==> config.mk <==
export PLATFORM = sky130hd
export DESIGN_NAME = data_bus_bridge
export DESIGN_NICKNAME = d
export VERILOG_FILES = /design/src/rtl/data_bus_bridge.sv
export SDC_FILE = /design/constraint.sdc
export NUM_CORES = 1
export LEC_CHECK = 0
export CORE_MARGIN = 4
export CORE_UTILIZATION = 52
export DETAILED_ROUTE_END_ITERATION = 16
export PLACE_DENSITY = 0.8
export SLEW_MARGIN = 20
export SYNTH_ARGS = -nofsm -noshare
export SYNTH_HDL_FRONTEND = slang
export SYNTH_SLANG_ARGS = --single-unit
==> constraint.sdc <==
create_clock -name CLK -period 4 [get_ports CLK]
set_input_delay 0.4 -clock CLK [delete_from_list [all_inputs] [get_ports CLK]]
set_output_delay 0.4 -clock CLK [all_outputs]
set_load 0.1 [all_outputs]
==> src/rtl/data_bus_bridge.sv <==
// data_bus_bridge
//   Sits between the RV32 core's data port and a req/grant + rvalid memory bus.
//   Core stores are turned into byte-laned word writes and posted into a
//   DEPTH-entry FIFO that drains in the background. Core loads become word
//   reads. A load first waits for every buffered store to drain, so a load
//   never overtakes an earlier store. D_IN always returns the whole word.
//
// Ports
//   CLK, RST              clock (rising edge), asynchronous active-low reset
//   WR[1:0]               store size: 00 none, 01 byte, 10 half, 11 word
//   RD                    load request, held by the core while STALL=1
//   D_OUT, D_OUT_ADDR     store data (LSB-aligned) and store byte address
//   D_IN_ADDR             load byte address
//   D_IN                  load word, valid when RD=1 and STALL=0
//   STALL                 core must hold its PC and all inputs
//   ERR                   one-cycle pulse: misaligned store, RD&WR together, read timeout
//   BUF_EMPTY             store buffer holds no entries
//   M_REQ, M_WE, M_ADDR,
//   M_BE, M_WDATA         bus request, direction, word address, byte enables, write data
//   M_GNT                 transfer accepted at a rising edge where M_REQ&M_GNT
//   M_RVALID, M_RDATA     read data return
`timescale 1ns/1ps

module data_bus_bridge #(
  parameter int unsigned DEPTH      = 4,
  parameter int unsigned RD_TIMEOUT = 255
) (
  input  logic        CLK,
  input  logic        RST,
  input  logic [1:0]  WR,
  input  logic        RD,
  input  logic [31:0] D_OUT,
  input  logic [31:0] D_OUT_ADDR,
  input  logic [31:0] D_IN_ADDR,
  output logic [31:0] D_IN,
  output logic        STALL,
  output logic        ERR,
  output logic        BUF_EMPTY,
  output logic        M_REQ,
  output logic        M_WE,
  output logic [31:0] M_ADDR,
  output logic [3:0]  M_BE,
  output logic [31:0] M_WDATA,
  input  logic        M_GNT,
  input  logic        M_RVALID,
  input  logic [31:0] M_RDATA
);

  localparam int unsigned PW = $clog2(DEPTH);
  localparam int unsigned CW = PW + 1;
  localparam int unsigned TW = $clog2(RD_TIMEOUT + 1);

  typedef enum logic [2:0] {IDLE, DRAIN, RD_REQ, RD_WAIT, RD_DONE} state_t;

  state_t        state;
  logic [29:0]   buf_addr [DEPTH];
  logic [3:0]    buf_be   [DEPTH];
  logic [31:0]   buf_data [DEPTH];
  logic [PW-1:0] wr_ptr;
  logic [PW-1:0] rd_ptr;
  logic [CW-1:0] count;
  logic [CW-1:0] count_next;
  logic [TW-1:0] timer;

  logic        is_store;
  logic        misaligned;
  logic        full;
  logic        empty;
  logic        conflict;
  logic        draining;
  logic        rd_issue;
  logic        push;
  logic        pop;
  logic [3:0]  st_be;
  logic [31:0] st_data;
  logic        unused_addr_bits;

  assign unused_addr_bits = ^D_IN_ADDR[1:0];

  assign is_store   = (WR != 2'b00);
  assign misaligned = ((WR == 2'b10) && D_OUT_ADDR[0]) ||
                      ((WR == 2'b11) && (D_OUT_ADDR[1:0] != 2'b00));
  assign full       = (count == CW'(DEPTH));
  assign empty      = (count == '0);
  assign conflict   = RD && is_store && (state == IDLE);
  assign draining   = !empty && ((state == IDLE) || (state == DRAIN));
  // A load seen in IDLE with nothing buffered is put on the bus in that same
  // cycle, so an immediate grant gives the 3-cycle REQ/WAIT/DONE load.
  assign rd_issue   = (state == RD_REQ) ||
                      ((state == IDLE) && RD && !is_store && empty);
  assign push       = is_store && !RD && !misaligned && !full;
  assign pop        = draining && M_GNT;
  assign count_next = count + CW'(push) - CW'(pop);

  assign BUF_EMPTY  = empty;
  assign STALL      = RST && !conflict &&
                      ((RD && (state != RD_DONE)) ||
                       (is_store && !RD && full && !misaligned));

  // Lane placement of the store data.
  always_comb begin
    st_be   = '0;
    st_data = '0;
    case (WR)
      2'b01: begin
        st_be   = 4'b0001 << D_OUT_ADDR[1:0];
        st_data = {4{D_OUT[7:0]}};
      end
      2'b10: begin
        st_be   = D_OUT_ADDR[1] ? 4'b1100 : 4'b0011;
        st_data = {2{D_OUT[15:0]}};
      end
      2'b11: begin
        st_be   = 4'b1111;
        st_data = D_OUT;
      end
      default: ;
    endcase
  end

  // Bus side: the buffer head has priority; a read is only issued once empty.
  always_comb begin
    M_REQ   = 1'b0;
    M_WE    = 1'b0;
    M_ADDR  = '0;
    M_BE    = '0;
    M_WDATA = '0;
    if (RST && draining) begin
      M_REQ   = 1'b1;
      M_WE    = 1'b1;
      M_ADDR  = {buf_addr[rd_ptr], 2'b00};
      M_BE    = buf_be[rd_ptr];
      M_WDATA = buf_data[rd_ptr];
    end else if (RST && rd_issue) begin
      M_REQ   = 1'b1;
      M_ADDR  = {D_IN_ADDR[31:2], 2'b00};
      M_BE    = 4'b1111;
    end
  end

  always_ff @(posedge CLK) begin
    if (push) begin
      buf_addr[wr_ptr] <= D_OUT_ADDR[31:2];
      buf_be[wr_ptr]   <= st_be;
      buf_data[wr_ptr] <= st_data;
    end
  end

  always_ff @(posedge CLK or negedge RST) begin
    if (!RST) begin
      state  <= IDLE;
      wr_ptr <= '0;
      rd_ptr <= '0;
      count  <= '0;
      timer  <= '0;
      ERR    <= 1'b0;
      D_IN   <= '0;
    end else begin
      ERR   <= 1'b0;
      count <= count_next;
      if (push) wr_ptr <= wr_ptr + 1'b1;
      if (pop)  rd_ptr <= rd_ptr + 1'b1;
      if (is_store && !RD && misaligned) ERR <= 1'b1;

      case (state)
        IDLE: begin
          if (conflict) begin
            ERR <= 1'b1;
          end else if (RD) begin
            if (count_next != '0) begin
              state <= DRAIN;
            end else if (rd_issue && M_GNT) begin
              state <= RD_WAIT;
              timer <= '0;
            end else begin
              state <= RD_REQ;
            end
          end
        end
        DRAIN: begin
          if (count_next == '0) state <= RD_REQ;
        end
        RD_REQ: begin
          if (M_GNT) begin
            state <= RD_WAIT;
            timer <= '0;
          end
        end
        RD_WAIT: begin
          if (M_RVALID) begin
            D_IN  <= M_RDATA;
            state <= RD_DONE;
          end else if (timer == TW'(RD_TIMEOUT)) begin
            D_IN  <= 32'hDEADBEEF;
            ERR   <= 1'b1;
            state <= RD_DONE;
          end else begin
            timer <= timer + 1'b1;
          end
        end
        RD_DONE: state <= IDLE;
        default: state <= IDLE;
      endcase
    end
  end

endmodule

# Yosys cells after proc, flatten, opt, wreduce, memory -nomap -nowiden
# Memories as Yosys holds them, arrays and structs flattened.
# Index checks and enable logic that the tools add are counted.
# totals
elab_cells	113
ramBits	264
n_memories	3
reg_bits	51
input_bits	135
output_inout_bits	105
# classes
shift	1
reduce_logical	42
muxes	37
eq_ne	18
add_sub_neg	5
# memory_table
name	depth	word_bits	rd	rd_clocked_by_memory_dff	wr	line	source
buf_data	4	32	1	0	1	58	logic [31:0] buf_data [DEPTH];
buf_addr	4	30	1	0	1	56	logic [29:0] buf_addr [DEPTH];
buf_be	4	4	1	0	1	57	logic [3:0] buf_be [DEPTH];
# ops
op	count
32-bit 2-to-1 mux	5
32-bit one-hot mux with 3 select lines	1
8-bit 2-to-1 mux	7
8-bit one-hot mux with 3 select lines	1
1-bit logical AND	21
3-bit 2-to-1 mux	6
4-bit 2-to-1 mux	3
2-bit != test, second input constant	6
3-bit one-hot mux with 4 select lines	1
4-bit one-hot mux with 3 select lines	1
1-bit 2-to-1 mux	10
3-bit logical NOT	3
8-bit by 1-bit adder with 8-bit output, second input constant	1
8-bit == test, second input constant	1
8-bit AND reduction	1
3-bit by 2-bit == test with 1-bit output, second input constant	2
1-bit logical NOT	6
3-bit != test, second input constant	2
2-bit nonzero test	3
3-bit nonzero test	2
5-bit AND reduction	1
2-bit by 1-bit adder with 2-bit output, second input constant	2
2-bit == test, second input constant	2
1-bit logical OR	4
other kinds (10)	11

# Depth between registers and ports, before layout
# Gate-level depths: netlist (run 1).
# logic_depth
depth_word	13
depth_mapped	15
ltp_nobuf	14

# Worst setup path after synthesis (run 1)
# No wires, ideal clock.
# synth_timing
path_kind	register -> register
startpoint	register count[1]
endpoint	register timer[5]
path_stages_with_launch	14
setup_slack_ns	-1.430
synth_period_minus_slack_ns	5.430
setup_time_ns	0.124
required_time_ns	3.876
n_path_buf	0
t_arrival_ns	5.306
cell_sequence	dfrtp_1 > nor3_1 > nor3_1 > and2_1 > ha_1 > inv_1 > ha_1 > inv_1 > fa_1 > xor3_2 > nor3_4 > a31oi_1 > or3_4 > a211o_1
# synth_via
elab_chain_len	8
elab_cells_between_ends	16
cone_classes	2 x add/sub; 3 x eq/ne; 11 x reduce/logical
# synth_rtl
item	line	source
start, declared	61	logic [CW-1:0] count;
start signal, assigned	160	count <= count_next;
3-bit logical NOT	84	assign empty = (count == '0);
via BUF_EMPTY	38	output logic BUF_EMPTY,
1-bit logical NOT	86	assign draining = !empty && ((state == IDLE) || (state == DRAIN));
1-bit logical AND	86	
1-bit logical AND	92	assign pop = draining && M_GNT;
via pop	73	logic pop;
3-bit by 1-bit subtractor with 3-bit output	93	assign count_next = count + CW'(push) - CW'(pop);
via count_next[2]	62	logic [CW-1:0] count_next;
3-bit nonzero test	170	if (count_next != '0) begin
2-bit != test (no source line)	-	
8-bit AND reduction (no source line)	-	
end signal, assigned	198	timer <= timer + 1'b1;
end, declared	63	logic [TW-1:0] timer;
# The timed path passes the listed nets, and every way through them passes these cells.
# A chain may end at the register's enable or synchronous reset.

# Worst setup path in the final report (run 1)
# layout_timing
startpoint	input WR[0]
endpoint	register timer[5]
# layout_via
elab_chain_len	11
elab_cells_between_ends	24
cone_classes	2 x add/sub; 5 x eq/ne; 17 x reduce/logical
# layout_rtl
item	line	source
start, declared	30	input logic [1:0] WR,
2-bit == test, on equally long branches	81, 82	
1-bit logical AND, on equally long branches	81, 82	
1-bit logical OR	81	assign misaligned = ((WR == 2'b10) && D_OUT_ADDR[0]) ||
1-bit logical NOT	91	assign push = is_store && !RD && !misaligned && !full;
1-bit logical AND (*) (2 in series)	91	
3-bit by 1-bit adder with 3-bit output (*)	93	
3-bit by 1-bit subtractor with 3-bit output (*)	93	
via count_next[2]	62	
3-bit nonzero test (*)	170	
2-bit != test (no source line) (*)	-	
8-bit AND reduction (no source line) (*)	-	
# The timed path passes the listed nets; every way through them passes the cells marked *.

==> metrics, run 1 <==
status finished clean; Reg power frac 30.6%; GP Congestion 0.772; Row Count 57; drt wl/cell 21.8 um; Syn. warnings 0; share of layout cells above drive strength 1 a little under a quarter; top-count cell post-synth edfxtp_1; CTS tree done; CP Launch Type primary input; DRC 0; Setup TNS Final 0 ps; Post-synth top flop edfxtp_1; worst-margin pin slew 1010 ps; cts bufs inserted 31; Synth area leaders edfxtp_1 (61%), mux4_2 (11%), dfrtp_1 (9.9%), a22o_1 (3.3%), and3_1 (1.6%); DP HPWL 18,600 um; # Post-CTS Setup Buffers 0; Finished Core Util a little over two thirds; period utilization between 80 and 90%; Pre-antenna DRT Iters 5; nets 1,105; vias in the first global route 7,770; max incr delay on CP between 400 and 500 ps; sw frac 43.9%; top cell type by total area after synthesis edfxtp_1; hold-critical path depth 3; Synth Register Bits 315; Area Overhead vs Synth 31.4%; Final Hold Viols 0; Slew headroom 32.7%; Clock Skews 6.90 ps; WP data arrival ~3900 ps; worst setup path class in -> reg; Iter 0 DRT Violations about 510; I/O Pins 240; R2R depth 13; Yosys cell types 55; PD cells 860 mW/mm^2; clock sinks 315; largest net degree at the start of global routing between 40 and 50; reg2reg end timer[5]; cell mode on critical path inv_1; Tmin final 3460 ps; drt total wl around 29,000 um; Int Power ~8 mW; syn avg cell area 18.0 um^2; Critical Path Fanout Max 4; Cells after DPL 1,252; Lkg Pwr 6.19 nW; Yosys top cell area share 61.2%; EDFF count, synth 264; CP cell instances clkdlybuf4s50_1 > a21o_1 > a211oi_1 > a21boi_1 > inv_1 > ha_1 > inv_1 > ha_1 > inv_1 > fa_1 > xor3_2 > nor3_4 > a31oi_1 > or3_4 > a211o_1; Hold Startpoint WR[1]; post-cts repair resize count 0; DRT antenna net count 0; Seq/Total Area, Yosys 71.1%; Hold Path Sink ERR; worst reg2reg startpoint count[1]; RSZ-0062 raised after global routing false; Die ar. 0.0275 mm^2; Switch Pwr roughly 6.4 mW; Die Width 166 um; maximum clock rate 289 MHz; max cap viols 0; ant diodes 0; clock power share 19.5%; critical path required time approximately 4400 ps; Worst-Skew Late Latency 560 ps; asr flop ratio synth between 15 and 20%; Longest Clk Path Bufs 3; initial core utilization 53.1%; first-pass GRT wire length 44,900 um; R2R Setup Slk around 750 ps; remaining global-route overflow 0; Tot GR Track Use 20.4%; combinational share of power ~50%; Die Height 166 um; Vias 7,490; H-tree depth 1; Post-Syn Area 0.0129 mm^2; CTS root buf clkbuf_16; fin cells 1,311; worst hold path type in -> reg; final number of setup-violating endpoints 0; CP max stage cell clkdlybuf4s50_1; gate count after technology mapping 719; antenna violations before repair 0; synth cell count leaders edfxtp_1 (264), mux4_2 (66), dfrtp_1 (51); Pins Over Slew Limit 0; number of port buffers ~240; Avg Vias per Cell 5.71; CTS hold repair buffers 1; maximum vdd drop about 0.00077 V; Setup crit end kind flip-flop; Core ar. ~0.024 mm^2; Worst-path clk slew ~60 ps
==> state kept, by name, summed over array words and instances (netlist names) <==
name	flops
buf_addr	120
wr_ptr	2
timer	8
state	3
buf_be	16
ERR	1
buf_data	128
rd_ptr	2
count	3
D_IN	32
==> critical path, delay by kind of cell <==
kind	cells	cell delay, ps
AND/OR/NAND/NOR	2	540
adder cells (fa/ha/maj)	3	840
AO/OA/AOI/OAI	5	1230
XOR/XNOR	1	270
buffers and inverters	4	610
==> metrics by stage <==
stage | setup slack (ps) | instance area (um^2) | power [mW] | hold slack [ps]
after floorplan | 90.2 | 13000 | 9.81 | 104
after global placement | 123 | 16000 | 11.8 | 408
after detailed placement | -8.92 | 16000 | 11.9 | 415
after CTS | 553 | 17000 | 14.8 | 238
after global routing | 376 | 17000 | 15.2 | 280
final | 538 | 17000 | 14.6 | 260
==> power by group through the flow <==
stage / Combinational, mW / Clock, mW / Sequential (mW)
4_1_cts: 7.38 / 2.90 / 4.49
6_report: 7.30 / 2.85 / 4.48
5_1_grt: 7.59 / 3.05 / 4.55
3_5_place_dp: 7.37 / 0 / 4.55
2_1_floorplan: 4.24 / 0 / 5.57
3_3_place_gp: 7.30 / 0 / 4.52
==> worst max-delay path by stage <==
stage | from | end | slack, ps
finish | WR[0] | timer[5] | 540
global route | WR[0] | timer[5] | 380
CTS | WR[0] | timer[5] | 550
detailed placement | WR[0] | timer[5] | -9
global placement | WR[0] | timer[5] | 120
floorplan | count[1] | timer[5] | 90
==> layout make-up <==
| type | count | area (um^2) |
|---|---|---|
| fillers | 1593 | 7370 |
| multi-input cells | 342 | 3470 |
| clock buffers | 42 | 868 |
| repair buffers | 259 | 2870 |
| well taps | 324 | 405 |
| clock inverters | 16 | 143 |
| inverters | 13 | 56.3 |
| flip-flops and latches | 315 | 9210 |
==> layout by cell type (no fill, tap or decap), types with 6 or more instances in the layout <==
cell type	instances
clkinv_1	6
a21o_1	7
mux2i_1	15
a21oi_1	16
o22a_1	24
and3_1	34
edfxtp_1	264
clkdlybuf4s50_1	164
ha_1	7
nor2_1	9
clkbuf_1	7
nand2_1	23
a22o_1	49
buf_12	41
o21ai_0	23
buf_4	51
mux4_2	66
inv_1	11
dfrtp_1	49
clkbuf_16	32
nand3_1	8
nor2b_1	10
==> logic make-up after synthesis <==
group           count (synthesis)  synth area share, %
compound gates                134                 7.73
buf+inv                        63                 2.35
other cells                     1               0.0290
mux                            81                 12.6
fa+ha+maj                       8                0.831
xor+xnor                        4                0.396
flops                         315                 71.1
simple gates                  113                 4.94
==> routing by layer <==
layer  routed length (um)  share of wire (%)  global-route usage, %  vias to the layer above
met1                12500                 44                   30.4                     3755
li1                     -                  -                      -                     3393
met3                 2160                7.6                   4.40                       28
met4                  273               0.95                   3.19                        0
met2                13600                 48                   32.5                      314
met5                    0                  0                      0                        -
Power figures use the tool's default switching activity.
==> inputs of run 2 (changes only) <==
--- a/config.mk
+++ b/config.mk
@@ -6,9 +6,8 @@
 export NUM_CORES = 1
 export LEC_CHECK = 0
 export CORE_MARGIN = 4
-export CORE_UTILIZATION = 52
+export CORE_UTILIZATION = 40
 export DETAILED_ROUTE_END_ITERATION = 16
-export PLACE_DENSITY = 0.8
 export SLEW_MARGIN = 20
 export SYNTH_ARGS = -nofsm -noshare
 export SYNTH_HDL_FRONTEND = slang
==> run 2 against run 1 <==
- design area up 0.96%
- largest cell class unchanged
- cell count is 6.4% higher
- setup slack got worse by 13 ps
- die area increased by 28%
- wire length grew 6.4%
==> metrics, run 2 (same netlist as run 1, synthesis figures left out) <==
worst reg2reg startpoint count[1]; final number of setup-violating endpoints 0; Reg power frac 30.6%; RSZ-0062 raised after global routing false; clock sinks 315; Cells after DPL approximately 1.3k; critical path required time 4380 ps; clock power share 19.8%; Clock Skews 21.4 ps; sw frac 44.0%; R2R depth 13; Pre-antenna DRT Iters 4; Iter 0 DRT Violations 407; Final Hold Viols 0; I/O Pins 240; PD cells 857 mW/mm^2; max incr delay on CP 450 ps; post-cts repair resize count 0; Core ar. 0.0317 mm^2; worst hold path type in -> reg; Row Count 65; Die Width 188 um; Setup crit end kind flip-flop; Worst-Skew Late Latency 510 ps; Reg with most FFs buf_data; DRC 0; drt total wl 30,400 um; vias in the first global route 8,104; CP Launch Type primary input; H-tree depth 2; Vias 7,510; initial core utilization 40.8%; Buf+Inv Stages, Crit Path 4; Worst-path clk slew 50 ps; DP HPWL 19,900 um; ant diodes 0; Die ar. 0.0353 mm^2; CP delay by family, top compound AO/OA/AOI/OAI gates; Largest register FFs 128; Longest Clk Path Bufs 3; Die Height between 150 and 200 um; Stages on worst setup path 15; share of layout cells above drive strength 1 22.5%; Final Cell Area 0.0172 mm^2; drt wl/cell 21.8 um; most common cell after layout, fill and taps aside edfxtp_1; period utilization between 80% and 90%; WP data arrival roughly 3900 ps; Lkg Pwr 6.22 nW; worst-margin pin slew 1070 ps; maximum clock rate 288 MHz; largest net degree at the start of global routing 56; cell mode on critical path inv_1; R2R Setup Slk 820 ps; Critical Path Fanout Max 4; Crit. Startpoint WR[0]; Tot GR Track Use 17.0%; number of port buffers around 240; Area Overhead vs Synth 32.7%; first-pass GRT wire length 47,300 um; Top Registers buf_data (128), buf_addr (120), D_IN (32); dpl cell area approximately 0.016 mm^2; Tmin final 3480 ps; CTS root buf clkbuf_16; CP max stage cell clkdlybuf4s50_1; nets 1,109; antenna violations before repair 0; Pins Over Slew Limit 0; fin cells 1,395; Int Power 8.24 mW; CTS tree done; Finished Core Util between 50% and 60%; Hold Startpoint WR[1]; Setup crit end timer[5]; CP cell instances clkdlybuf4s50_1 > a21o_1 > a211oi_1 > a21boi_1 > inv_1 > ha_1 > inv_1 > ha_1 > inv_1 > fa_1 > xor3_2 > nor3_4 > a31oi_1 > or3_4 > a211o_1; reg2reg end timer[5]; worst setup path class in -> reg; most frequent cells in the layout edfxtp_1 (264), clkdlybuf4s50_1 (164), mux4_2 (66); combinational share of power 49.7%; GP Congestion 0.754; Setup TNS Final 0 ps; Switch Pwr 6.48 mW; status finished clean; remaining global-route overflow 0; cts bufs inserted 35; maximum vdd drop around 0.00090 V; DRT antenna net count 0; max cap viols 0; Slew headroom 28.2%; Avg Vias per Cell about 5.4
[run 2: changes by cell type in the layout (fill, tap and decap cells not counted), moves of 2 or more]
cell and change:
buf_12 +2, clkbuf_8 -2, clkbuf_1 +5, clkbuf_16 +4, clkinv_1 +2, clkinvlp_4 -2
bufinv_16 -2
[run 2: worst min-delay path by stage]
stage | to | slack [ps] | cells past startpoint
final | ERR | 360 | 3
after global routing | ERR | 370 | 3
after CTS | ERR | 340 | 3
after detailed placement | D_IN[11] | 380 | 1
after global placement | D_IN[18] | 390 | 1
after floorplan | D_IN[0] | 100 | 0
[run 2: what timing repair did]
item | CTS | global route
hold endpoints to repair | 18 | 0
buffers inserted | 0 | 0
hold buffers | 1 | 0
[run 2: layer usage]
metal,up-vias,part of all wire [%],track usage [%]
li1,3400,-,-
met2,295,47,27.8
met4,0,1.5,3.19
met1,3768,44,23.5
met3,47,7.8,4.52
met5,-,0,0
[run 2: area by class of cell]
type                            count  area [um^2]
Sequential cell                   315         9210
Timing Repair Buffer              259         2890
Tap cell                          402          503
Multi-Input combinational cell    342         3470
Inverter                           13         56.3
Clock inverter                     15         86.3
Fill cell                        2553        14500
Clock buffer                       49          960
[run 2: through the flow]
stage | hold WS (ps) | setup WS (ps) | total power [mW]
final | 356 | 524 | 14.7
after CTS | 345 | 512 | 14.9
after global routing | 371 | 308 | 15.3
after floorplan | 104 | 90.2 | 9.81
after detailed placement | 383 | -19.4 | 12.0
after global placement | 388 | 39.7 | 11.9
[run 2: worst register-to-register path, cell delays in order (launching register included)]
cell and delay (ps):
dfrtp_1 450, nor3_4 230, nor3_2 60, and2_1 200
ha_1 270, inv_1 50, ha_1 130, inv_1 50
fa_1 390, xor3_2 260, nor3_4 140, a31oi_1 120
or3_4 400, a211o_1 300
[run 2: power by group through the flow]
| stage | Clock [mW] | Combinational (mW) | Sequential (mW) |
|---|---|---|---|
| after floorplan | 0 | 4.24 | 5.57 |
| after global placement | 0 | 7.38 | 4.55 |
| after detailed placement | 0 | 7.39 | 4.57 |
| after CTS | 2.99 | 7.40 | 4.52 |
| after global routing | 3.14 | 7.61 | 4.58 |
| final | 2.91 | 7.31 | 4.50 |
